File: config.mk
export PLATFORM = sky130hd
export DESIGN_NAME = au_sequencer_flat
export DESIGN_NICKNAME = d
export VERILOG_FILES = /design/src/rtl/au_sequencer_if.sv /design/src/rtl/au_sequencer.sv /design/src/flat_wrapper.sv
export SDC_FILE = /design/constraint.sdc
export NUM_CORES = 1
export LEC_CHECK = 0
export ABC_AREA = 1
export BUFFER_PORTS_ARGS = -buffer_cell sky130_fd_sc_hd__buf_2
export CAP_MARGIN = 5
export CORE_ASPECT_RATIO = 1.5
export CORE_MARGIN = 2
export CORE_UTILIZATION = 49
export DETAILED_ROUTE_END_ITERATION = 16
export HOLD_SLACK_MARGIN = 0.05
export PLACE_DENSITY = 0.81
export SETUP_SLACK_MARGIN = 0.1
export SKIP_LAST_GASP = 1
export SLEW_MARGIN = 20
export SYNTH_ARGS = -nofsm -noshare
export SYNTH_HDL_FRONTEND = slang
export SYNTH_SLANG_ARGS = --single-unit
File: constraint.sdc
create_clock -name clk -period 1.6 [get_ports clk]
set_input_delay 0.4 -clock clk [delete_from_list [all_inputs] [get_ports clk]]
set_output_delay 0.4 -clock clk [all_outputs]
set_load 0.02 [all_outputs]
File: src/rtl/au_sequencer_if.sv
// Bundle of the sequencer's command, arithmetic-unit and response signals.
// The sequencer is the slave of the command stream; the environment that issues
// commands, models the arithmetic unit and takes responses uses the master side.
interface au_sequencer_if;
    // Command channel
    logic        cmd_valid;
    logic        cmd_ready;
    logic [1:0]  cmd_op;
    logic [7:0]  cmd_a;
    logic [7:0]  cmd_b;

    // Arithmetic unit channel
    logic [7:0]  au_a;
    logic [7:0]  au_b;
    logic        au_startadd;
    logic        au_startsub;
    logic        au_startmultiplier;
    logic        au_startdiv;
    logic [15:0] au_result;
    logic        au_done;
    logic        au_overflow;
    logic        au_negative;
    logic        au_zero;
    logic        au_carry_out;

    // Response channel
    logic        rsp_valid;
    logic        rsp_ready;
    logic [15:0] rsp_result;
    logic [3:0]  rsp_flags;
    logic [1:0]  rsp_op;
    logic        rsp_timeout;

    modport slave (
        input  cmd_valid, cmd_op, cmd_a, cmd_b,
        input  au_result, au_done, au_overflow, au_negative, au_zero, au_carry_out,
        input  rsp_ready,
        output cmd_ready,
        output au_a, au_b, au_startadd, au_startsub, au_startmultiplier, au_startdiv,
        output rsp_valid, rsp_result, rsp_flags, rsp_op, rsp_timeout
    );

    modport master (
        output cmd_valid, cmd_op, cmd_a, cmd_b,
        output au_result, au_done, au_overflow, au_negative, au_zero, au_carry_out,
        output rsp_ready,
        input  cmd_ready,
        input  au_a, au_b, au_startadd, au_startsub, au_startmultiplier, au_startdiv,
        input  rsp_valid, rsp_result, rsp_flags, rsp_op, rsp_timeout
    );
endinterface

File: src/rtl/au_sequencer.sv
// Sequences one arithmetic operation at a time: accepts a command, holds the
// matching one-hot start level to the arithmetic unit until it answers or a
// timeout expires, idles the starts for one recovery cycle and then presents a
// registered response until it is taken. Every output comes straight from a flop.
module au_sequencer #(
    parameter int unsigned TIMEOUT_CYCLES = 40
) (
    input  logic          clk,
    input  logic          rst,
    au_sequencer_if.slave bus
);

    typedef enum logic [1:0] {
        StIdle,
        StIssue,
        StRecover,
        StResp
    } state_e;

    // Last counter value before the timeout fires; the counter is 6 bits wide.
    localparam logic [5:0] CntLast = 6'(TIMEOUT_CYCLES - 1);

    state_e      r_state;
    state_e      w_state;
    logic [5:0]  r_cnt;
    logic [5:0]  w_cnt;
    logic        r_cmd_ready;
    logic        w_cmd_ready;
    logic [7:0]  r_au_a;
    logic [7:0]  w_au_a;
    logic [7:0]  r_au_b;
    logic [7:0]  w_au_b;
    // Start levels, bit order {div, mul, sub, add} so cmd_op indexes directly.
    logic [3:0]  r_start;
    logic [3:0]  w_start;
    logic        r_rsp_valid;
    logic        w_rsp_valid;
    logic [15:0] r_rsp_result;
    logic [15:0] w_rsp_result;
    logic [3:0]  r_rsp_flags;
    logic [3:0]  w_rsp_flags;
    logic [1:0]  r_rsp_op;
    logic [1:0]  w_rsp_op;
    logic        r_rsp_timeout;
    logic        w_rsp_timeout;

    logic        w_accept;
    logic [3:0]  w_flags_cap;

    assign w_accept = bus.cmd_valid && r_cmd_ready;

    // Add/sub report the unit's own flags; mul/div flags are derived from the result.
    assign w_flags_cap = r_rsp_op[1] ?
                         {1'b0, bus.au_result[15], (bus.au_result == 16'd0), 1'b0} :
                         {bus.au_overflow, bus.au_negative, bus.au_zero, bus.au_carry_out};

    // State and output registers; reset drops the start and discards any pending op.
    always_ff @(posedge clk or negedge rst) begin
        if (!rst) begin
            r_state       <= StIdle;
            r_cnt         <= 6'd0;
            r_cmd_ready   <= 1'b0;
            r_au_a        <= 8'd0;
            r_au_b        <= 8'd0;
            r_start       <= 4'd0;
            r_rsp_valid   <= 1'b0;
            r_rsp_result  <= 16'd0;
            r_rsp_flags   <= 4'd0;
            r_rsp_op      <= 2'd0;
            r_rsp_timeout <= 1'b0;
        end else begin
            r_state       <= w_state;
            r_cnt         <= w_cnt;
            r_cmd_ready   <= w_cmd_ready;
            r_au_a        <= w_au_a;
            r_au_b        <= w_au_b;
            r_start       <= w_start;
            r_rsp_valid   <= w_rsp_valid;
            r_rsp_result  <= w_rsp_result;
            r_rsp_flags   <= w_rsp_flags;
            r_rsp_op      <= w_rsp_op;
            r_rsp_timeout <= w_rsp_timeout;
        end
    end

    // Next-state and next-output decode; every register holds unless a state updates it.
    always_comb begin
        w_state       = r_state;
        w_cnt         = r_cnt;
        w_cmd_ready   = r_cmd_ready;
        w_au_a        = r_au_a;
        w_au_b        = r_au_b;
        w_start       = r_start;
        w_rsp_valid   = r_rsp_valid;
        w_rsp_result  = r_rsp_result;
        w_rsp_flags   = r_rsp_flags;
        w_rsp_op      = r_rsp_op;
        w_rsp_timeout = r_rsp_timeout;

        unique case (r_state)
            StIdle: begin
                w_cmd_ready = 1'b1;
                w_start     = 4'd0;
                w_rsp_valid = 1'b0;
                if (w_accept) begin
                    w_cmd_ready = 1'b0;
                    w_au_a      = bus.cmd_a;
                    w_au_b      = bus.cmd_b;
                    w_start     = 4'b0001 << bus.cmd_op;
                    w_rsp_op    = bus.cmd_op;
                    w_cnt       = 6'd0;
                    w_state     = StIssue;
                end
            end

            StIssue: begin
                w_cmd_ready = 1'b0;
                // A done on the final counted cycle still wins over the timeout.
                if (bus.au_done) begin
                    w_start       = 4'd0;
                    w_rsp_result  = bus.au_result;
                    w_rsp_flags   = w_flags_cap;
                    w_rsp_timeout = 1'b0;
                    w_state       = StRecover;
                end else if (r_cnt == CntLast) begin
                    w_start       = 4'd0;
                    w_rsp_result  = 16'd0;
                    w_rsp_flags   = 4'd0;
                    w_rsp_timeout = 1'b1;
                    w_state       = StRecover;
                end else begin
                    w_cnt = r_cnt + 6'd1;
                end
            end

            StRecover: begin
                w_cmd_ready = 1'b0;
                w_start     = 4'd0;
                w_rsp_valid = 1'b1;
                w_state     = StResp;
            end

            StResp: begin
                w_cmd_ready = 1'b0;
                w_start     = 4'd0;
                if (bus.rsp_ready) begin
                    w_rsp_valid = 1'b0;
                    w_cmd_ready = 1'b1;
                    w_state     = StIdle;
                end
            end

            default: begin
                w_cmd_ready = 1'b0;
                w_start     = 4'd0;
                w_rsp_valid = 1'b0;
                w_state     = StIdle;
            end
        endcase
    end

    assign bus.cmd_ready          = r_cmd_ready;
    assign bus.au_a               = r_au_a;
    assign bus.au_b               = r_au_b;
    assign bus.au_startadd        = r_start[0];
    assign bus.au_startsub        = r_start[1];
    assign bus.au_startmultiplier = r_start[2];
    assign bus.au_startdiv        = r_start[3];
    assign bus.rsp_valid          = r_rsp_valid;
    assign bus.rsp_result         = r_rsp_result;
    assign bus.rsp_flags          = r_rsp_flags;
    assign bus.rsp_op             = r_rsp_op;
    assign bus.rsp_timeout        = r_rsp_timeout;

endmodule

File: src/flat_wrapper.sv
// flat-port wrapper written by rule: the top's interface ports become plain ports
module au_sequencer_flat 
#(
    parameter int unsigned TIMEOUT_CYCLES = 40
)
  (clk, rst, bus_cmd_valid, bus_cmd_op, bus_cmd_a, bus_cmd_b, bus_au_result, bus_au_done, bus_au_overflow, bus_au_negative, bus_au_zero, bus_au_carry_out, bus_rsp_ready, bus_cmd_ready, bus_au_a, bus_au_b, bus_au_startadd, bus_au_startsub, bus_au_startmultiplier, bus_au_startdiv, bus_rsp_valid, bus_rsp_result, bus_rsp_flags, bus_rsp_op, bus_rsp_timeout);
  au_sequencer_if bus_i ();
  input  logic clk;
  input  logic rst;
  input wire logic [$bits(bus_i.cmd_valid)-1:0] bus_cmd_valid;
  input wire logic [$bits(bus_i.cmd_op)-1:0] bus_cmd_op;
  input wire logic [$bits(bus_i.cmd_a)-1:0] bus_cmd_a;
  input wire logic [$bits(bus_i.cmd_b)-1:0] bus_cmd_b;
  input wire logic [$bits(bus_i.au_result)-1:0] bus_au_result;
  input wire logic [$bits(bus_i.au_done)-1:0] bus_au_done;
  input wire logic [$bits(bus_i.au_overflow)-1:0] bus_au_overflow;
  input wire logic [$bits(bus_i.au_negative)-1:0] bus_au_negative;
  input wire logic [$bits(bus_i.au_zero)-1:0] bus_au_zero;
  input wire logic [$bits(bus_i.au_carry_out)-1:0] bus_au_carry_out;
  input wire logic [$bits(bus_i.rsp_ready)-1:0] bus_rsp_ready;
  output wire logic [$bits(bus_i.cmd_ready)-1:0] bus_cmd_ready;
  output wire logic [$bits(bus_i.au_a)-1:0] bus_au_a;
  output wire logic [$bits(bus_i.au_b)-1:0] bus_au_b;
  output wire logic [$bits(bus_i.au_startadd)-1:0] bus_au_startadd;
  output wire logic [$bits(bus_i.au_startsub)-1:0] bus_au_startsub;
  output wire logic [$bits(bus_i.au_startmultiplier)-1:0] bus_au_startmultiplier;
  output wire logic [$bits(bus_i.au_startdiv)-1:0] bus_au_startdiv;
  output wire logic [$bits(bus_i.rsp_valid)-1:0] bus_rsp_valid;
  output wire logic [$bits(bus_i.rsp_result)-1:0] bus_rsp_result;
  output wire logic [$bits(bus_i.rsp_flags)-1:0] bus_rsp_flags;
  output wire logic [$bits(bus_i.rsp_op)-1:0] bus_rsp_op;
  output wire logic [$bits(bus_i.rsp_timeout)-1:0] bus_rsp_timeout;
  assign bus_i.cmd_valid = bus_cmd_valid;
  assign bus_i.cmd_op = bus_cmd_op;
  assign bus_i.cmd_a = bus_cmd_a;
  assign bus_i.cmd_b = bus_cmd_b;
  assign bus_i.au_result = bus_au_result;
  assign bus_i.au_done = bus_au_done;
  assign bus_i.au_overflow = bus_au_overflow;
  assign bus_i.au_negative = bus_au_negative;
  assign bus_i.au_zero = bus_au_zero;
  assign bus_i.au_carry_out = bus_au_carry_out;
  assign bus_i.rsp_ready = bus_rsp_ready;
  assign bus_cmd_ready = bus_i.cmd_ready;
  assign bus_au_a = bus_i.au_a;
  assign bus_au_b = bus_i.au_b;
  assign bus_au_startadd = bus_i.au_startadd;
  assign bus_au_startsub = bus_i.au_startsub;
  assign bus_au_startmultiplier = bus_i.au_startmultiplier;
  assign bus_au_startdiv = bus_i.au_startdiv;
  assign bus_rsp_valid = bus_i.rsp_valid;
  assign bus_rsp_result = bus_i.rsp_result;
  assign bus_rsp_flags = bus_i.rsp_flags;
  assign bus_rsp_op = bus_i.rsp_op;
  assign bus_rsp_timeout = bus_i.rsp_timeout;
  au_sequencer #(.TIMEOUT_CYCLES(TIMEOUT_CYCLES)) u_core (.clk(clk), .rst(rst), .bus(bus_i));
endmodule
==> flow_metrics.tcl, run 1 <==
set metrics [dict create \
    synthesis.area_um2 2370 \
    timing.final.max_slew_violations 0 \
    worstMarginPinSlew_ns 0.283 \
    crit_slowest_cell "dfrtp_1" \
    die_x_um 60.8 \
    grt_max_degree 54 \
    fin_area_um2 3100 \
    finalSetupTns_ns 0 \
    row_count 31 \
    grt_pass1_wl_mm 8.30 \
    hold_class "input pin to async pin" \
    drive_gt1_share_pct 40.9 \
    setup_ws_ns 0.129 \
    dp_slack_ns 0.0672 \
    dieArea_um2 5430 \
    fin_hold_ws_ns 0.0610 \
    ant_nets 0 \
    fin_crit_ns 1.47 \
    intPower_uw 3250 \
    finalWirelength_mm 5.51 \
    drt_iter0_markers 71 \
    setup_viol 0 \
    place_area_um2 2940 \
    area_growth_pct 30.7 \
    path_delay_family "flip-flops" \
    synth.net_count 296 \
    wire_per_inst_um 13.4 \
    sw_frac_of_total_pct 42.5 \
    cts_buffers 5 \
    htreeDepth 2 \
    dp_hpwl_mm 4.03 \
    fill_cells 408 \
    synth_seq_area_share_pct 55.9 \
    diodes 0 \
    yosys_warnings 0 \
    hold_viol_final 0 \
    root_buffer "clkbuf_8" \
    clkPwrFrac_pct 13.5 \
    arrival_ns 1.67 \
    grt_pass1_vias 2004 \
    seq_power_share_pct 38.5 \
    r2r-start "u_core.r_state[1]$_DFFE_PN0P_" \
    routabilityCongestion 0.838 \
    cts.sinks 53 \
    path_cells "inv_2 -> ha_2 -> nor2_1 -> a21oi_2 -> nand3_2 -> nand2_1 -> o21ai_1" \
    dr.pass1.iters 4 \
    p_sw_uw 2410 \
    start_util_pct 50.2 \
    nNetsFinal 394 \
    status "completed" \
    fin_util_pct 65.5 \
    ios 88 \
    cap_violations 0 \
    syn_inst 246 \
    layout_common_cells "buf_2, nand2_1, dfrtp_1, inv_1, mux2_2" \
    grt_remaining_overflow 0 \
    grt_antenna_before_repair 0 \
    cp.buffers_inverters 1 \
    routed_via_density 4.95 \
    max_freq_ghz 0.680 \
    drc 0 \
    die_h_um 89.2 \
    vias 2034 \
    port-buffer-count 87 \
    relSlewSlack_pct 81.1 \
    combPwrFrac_pct 48.0 \
    synthDistinctLibCells 23 \
    skew_ns 0.0114 \
    crit_path_end_kind "flop" \
    power_density_nw_per_um2 1830 \
    grt_use_total_pct 20.4 \
    layout_commonest_cell "buf_2" \
    syn_area_per_cell_um2 9.65 \
    clkLatencyLatePin_ns 0.31 \
    vdd_drop_max_mv 1.02 \
    crit_start "u_core.r_state[1]$_DFFE_PN0P_" \
    synth_seq_cells 53 \
    coreArea_um2 4730 \
    crit_fanout 6 \
    crit_type "flop to flop" \
    cts_tree "built" \
    cp.required_ns 1.80 \
    finalCritPeriodShare_pct 91.9 \
    clk_pin_slew_worst_paths_ns 0.09 \
    rsz0062_at_grt "yes" \
    clockBufferDepth 2 \
    startpoint_type "flop" \
    p_leak_uw 0.00168 \
    max_stage_delay_ns 0.42 \
]
## power by group through the flow
stage	logic [µW]	registers (µW)	clock network [µW]
detailed placement	2550	2190	0
floorplan	1090	2770	0
CTS	2610	2160	782
global route	2980	2240	822
global placement	2480	2170	0
finish	2720	2180	765
## per-layer routing
layer / vias up / wire length (µm) / global-route usage (%)
met5: - / 0 / 0
met3: 20 / 218 / 4.20
met2: 64 / 3040 / 34.6
met1: 962 / 2020 / 23.6
li1: 988 / - / -
met4: 0 / 230 / 11.3
## cells by family (layout without fill, tap and decap cells)
kind of cell,Yosys count,in the layout,synth area share (%)
buffers and inverters,32,130,6.11
AND/OR/NAND/NOR,108,109,19.7
adder cells (fa/ha/maj),7,7,3.69
flip-flops,53,53,55.9
multiplexers,17,17,8.07
AO/OA/AOI/OAI,29,29,6.54
## final timing paths
check | to | slack, ns | cells after the start
min in group clk | u_core.bus.rsp_result[15]$_DFFE_PN0P_ | 0.30 | 3
worst max register to register | u_core.r_cnt[0]$_DFFE_PN0P_ | 0.13 | 7
max in group asynchronous | u_core.r_start[0]$_DFFE_PN0P_ | 1.29 | 2
worst min register to register | u_core.bus.rsp_flags[0]$_DFFE_PN0P_ | 0.47 | 2
worst min-delay path | u_core.bus.rsp_result[1]$_DFFE_PN0P_ | 0.06 | 2
worst max-delay path | u_core.r_cnt[0]$_DFFE_PN0P_ | 0.13 | 7
## worst reg2reg max path, delay by kind of cell, from the launching register on
kind	cells	cell delay, ns
compound gates	2	0.28
fa+ha+maj	1	0.22
buf+inv	1	0.11
flops	1	0.42
simple gates	3	0.34
## synth_stat cells
cell type	n	share of area [%]
nand4_1	4	1.1
a21oi_1	5	1.1
or2_2	1	0.26
nand3_1	16	3.4
clkbuf_1	1	0.16
clkinv_1	1	0.16
mux2_2	17	8.1
o21ai_2	2	0.74
o21bai_1	1	0.32
buf_2	2	0.42
inv_1	24	3.8
o21ai_0	8	1.7
o21ai_1	13	2.7
buf_6	2	0.95
buf_4	2	0.63
nor3_1	1	0.21
nand3_2	3	1.3
nand2_2	3	0.79
nor2_2	1	0.26
dfrtp_1	53	56
nor2_1	11	1.7
nand2_1	68	11
ha_1	7	3.7
## flip-flops by register name, indices dropped and copies added, names as in the netlist
signal	count
u_core.bus.rsp_valid	1
u_core.bus.rsp_flags	4
u_core.bus.rsp_timeout	1
u_core.r_start	4
u_core.bus.rsp_op	2
u_core.r_cnt	6
u_core.bus.cmd_ready	1
u_core.bus.au_b	8
u_core.r_state	2
u_core.bus.rsp_result	16
u_core.bus.au_a	8
## per-stage QoR
| stage | std cells | power (µW) |
|---|---|---|
| 2_1_floorplan | 246 | 3860 |
| 3_3_place_gp | 400 | 4650 |
| 3_5_place_dp | 400 | 4740 |
| 4_1_cts | 409 | 5550 |
| 5_1_grt | 411 | 6040 |
| 6_report | 411 | 5660 |
## area by class of cell
class	count	area, µm²	area share, %
clock buffers	5	68.8	2.22
inverters	25	93.8	3.03
clock inverters	3	21.3	0.686
flip-flops and latches	53	1330	42.8
multi-input cells	162	961	31.0
well taps	66	82.6	2.66
repair buffers	97	548	17.7
## repair_timing
action | in CTS | in global routing
resized for setup | 1 | 13
cloned | 0 | 1
hold buffers | 0 | 0
pin swaps | 0 | 2
setup endpoints to repair | 22 | 48
setup buffers | 1 | 1
Note: power is estimated with default switching activity, not from simulation.
==> run 2, diff against run 1 <==
CORE_UTILIZATION = 50   (was 49)
CTS_BUF_LIST = sky130_fd_sc_hd__clkbuf_4 sky130_fd_sc_hd__clkbuf_8   (was not set)
==> run 2 against run 1 <==
  * Sequential cell count unchanged
  * Critical path depth shrank 3
  * Combinational power up 3%
  * Cell area up 1.2%
  * Count of clock-buffer cells in the layout unchanged
  * Register-to-register slack improved by 0.02 ns
  * Maximum frequency up 1.6%
  * Cell count stayed put
  * Sequential power is essentially flat
==> flow_metrics.tcl, run 2 (synthesis results as in run 1) <==
set metrics [dict create \
    p_sw_uw 2450 \
    max_freq_ghz 0.691 \
    rsz0062_at_grt "no" \
    grt_antenna_before_repair 0 \
    timing.rr.end "u_core.bus.rsp_valid$_DFFE_PN0P_" \
    layout_common_cells "buf_2, nand2_1, dfrtp_1, inv_1, mux2_2" \
    fin_crit_ns 1.45 \
    skew_ns 0.00662 \
    layout_commonest_cell "buf_2" \
    row_count 30 \
    clk_pin_slew_worst_paths_ns 0.10 \
    drc 0 \
    crit_path_end_kind "flop" \
    root_buffer "clkbuf_8" \
    fin_area_um2 3140 \
    max_stage_delay_ns 0.46 \
    sw_frac_of_total_pct 42.5 \
    setup_viol 0 \
    start_util_pct 52.3 \
    hold_class "input pin to async pin" \
    gr-usage-met1_pct 26.1 \
    place_area_um2 2940 \
    cp.required_ns 1.80 \
    clkLatencyLatePin_ns 0.31 \
    dr.pass1.iters 4 \
    crit_slowest_cell "dfrtp_2" \
    diodes 0 \
    grt_remaining_overflow 0 \
    ant_nets 0 \
    largest_reg_flops 16 \
    port-buffer-count 87 \
    finalSetupTns_ns 0 \
    grt_pass1_vias 1987 \
    power_density_nw_per_um2 1840 \
    routed_via_density 4.94 \
    fin_util_pct 69.1 \
    worstMarginPinSlew_ns 0.278 \
    wire_per_inst_um 13.6 \
    arrival_ns 1.65 \
    grt_max_degree 54 \
    nNetsFinal 396 \
    coreArea_um2 4540 \
    startpoint_type "flop" \
    routabilityCongestion 0.900 \
    crit_start "u_core.r_state[0]$_DFFE_PN0P_" \
    crit_fanout 3 \
    vias 2029 \
    grt_use_met2_pct 38.4 \
    cts_buffers 5 \
    relSlewSlack_pct 81.5 \
    grt_use_total_pct 21.5 \
    finalCritPeriodShare_pct 90.5 \
    timing.final.max_slew_violations 0 \
    fill_cells 358 \
    htreeDepth 2 \
    hold_viol_final 0 \
    area_growth_pct 32.3 \
    die_h_um 88.4 \
    vdd_drop_max_mv 0.983 \
    rr_worst_depth 4 \
    r2r-start "u_core.r_state[0]$_DFFE_PN0P_" \
    crit_type "flop to flop" \
    cts.sinks 53 \
    die_x_um 60.3 \
    cts_tree "built" \
    combPwrFrac_pct 48.7 \
    crit_end "u_core.bus.rsp_valid$_DFFE_PN0P_" \
    clockBufferDepth 2 \
    intPower_uw 3310 \
    drive_gt1_share_pct 42.7 \
    grt_pass1_wl_mm 8.74 \
    dp_hpwl_mm 4.08 \
    dieArea_um2 5330 \
    top_usage_layer "met2" \
    ios 88 \
    path_cells "buf_4 -> ha_1 -> a21oi_2 -> mux2_2" \
    p_leak_uw 0.00171 \
    grtUsageMet3_pct 3.36 \
    status "completed" \
    rrSetupSlack_ns 0.15 \
    clkPwrFrac_pct 13.5 \
    drt_iter0_markers 81 \
    finalWirelength_mm 5.58 \
    seq_power_share_pct 37.8 \
    cap_violations 0 \
]
==> run 2: cell count changes in the layout (fill, tap and decap cells not counted), sizes merged <==
cell,change
buf,+2
inv,+1
clkinv,-1
==> run 2: what timing repair did <==
item | 4_1_cts | 5_1_grt
resized for setup | 1 | 18
cloned | 0 | 1
buffers inserted | 1 | 3
pin swaps | 0 | 5
setup endpoints to repair | 22 | 49
hold buffers | 0 | 0
==> run 2: area by class of cell <==
class                           count  area, µm²  share of cell area, %
Timing Repair Buffer               99        563                   17.9
Clock inverter                      3       25.0                  0.797
Clock buffer                        5       68.8                   2.19
Inverter                           25       96.3                   3.07
Tap cell                           64       80.1                   2.55
Multi-Input combinational cell    162        978                   31.2
Sequential cell                    53       1330                   42.3
==> run 2: through the flow <==
stage          hold WS (ns)  setup WS (ns)  cells  total power [µW]
3_5_place_dp          0.414         0.0820    398              4750
2_1_floorplan         0.104          0.123    246              3860
6_report             0.0629          0.152    411              5770
5_1_grt              0.0906         0.0521    411              6150
3_3_place_gp          0.413          0.135    398              4650
4_1_cts              0.0733         0.0688    407              5580
==> run 2: power groups by stage <==
stage | Clock (µW) | Sequential (µW) | Combinational [µW]
floorplan | 0 | 2770 | 1090
global route | 845 | 2230 | 3070
global placement | 0 | 2170 | 2480
finish | 778 | 2180 | 2810
detailed placement | 0 | 2190 | 2550
CTS | 798 | 2170 | 2610
==> run 2: routing by layer <==
layer / vias up / wire length (µm)
met5: - / 0
met4: 0 / 80
met3: 9 / 280
met2: 70 / 3120
met1: 954 / 2110
li1: 996 / -
==> run 2: worst min-delay path by stage <==
stage	start	to	slack [ns]
final	rst	u_core.bus.rsp_flags[3]$_DFFE_PN0P_	0.06
after global routing	rst	u_core.bus.rsp_flags[3]$_DFFE_PN0P_	0.09
after CTS	rst	u_core.bus.au_b[3]$_DFFE_PN0P_	0.07
after detailed placement	rst	u_core.bus.rsp_result[2]$_DFFE_PN0P_	0.41
after global placement	rst	u_core.bus.rsp_result[1]$_DFFE_PN0P_	0.41
after floorplan	rst	u_core.bus.au_a[0]$_DFFE_PN0P_	0.10
==> run 2: worst max-delay path, delay by kind of cell, from the launching register on <==
kind | cells | cell delay [ns]
multiplexers | 1 | 0.34
buffers and inverters | 1 | 0.16
AO/OA/AOI/OAI | 1 | 0.15
adder cells (fa/ha/maj) | 1 | 0.23
flip-flops | 1 | 0.46
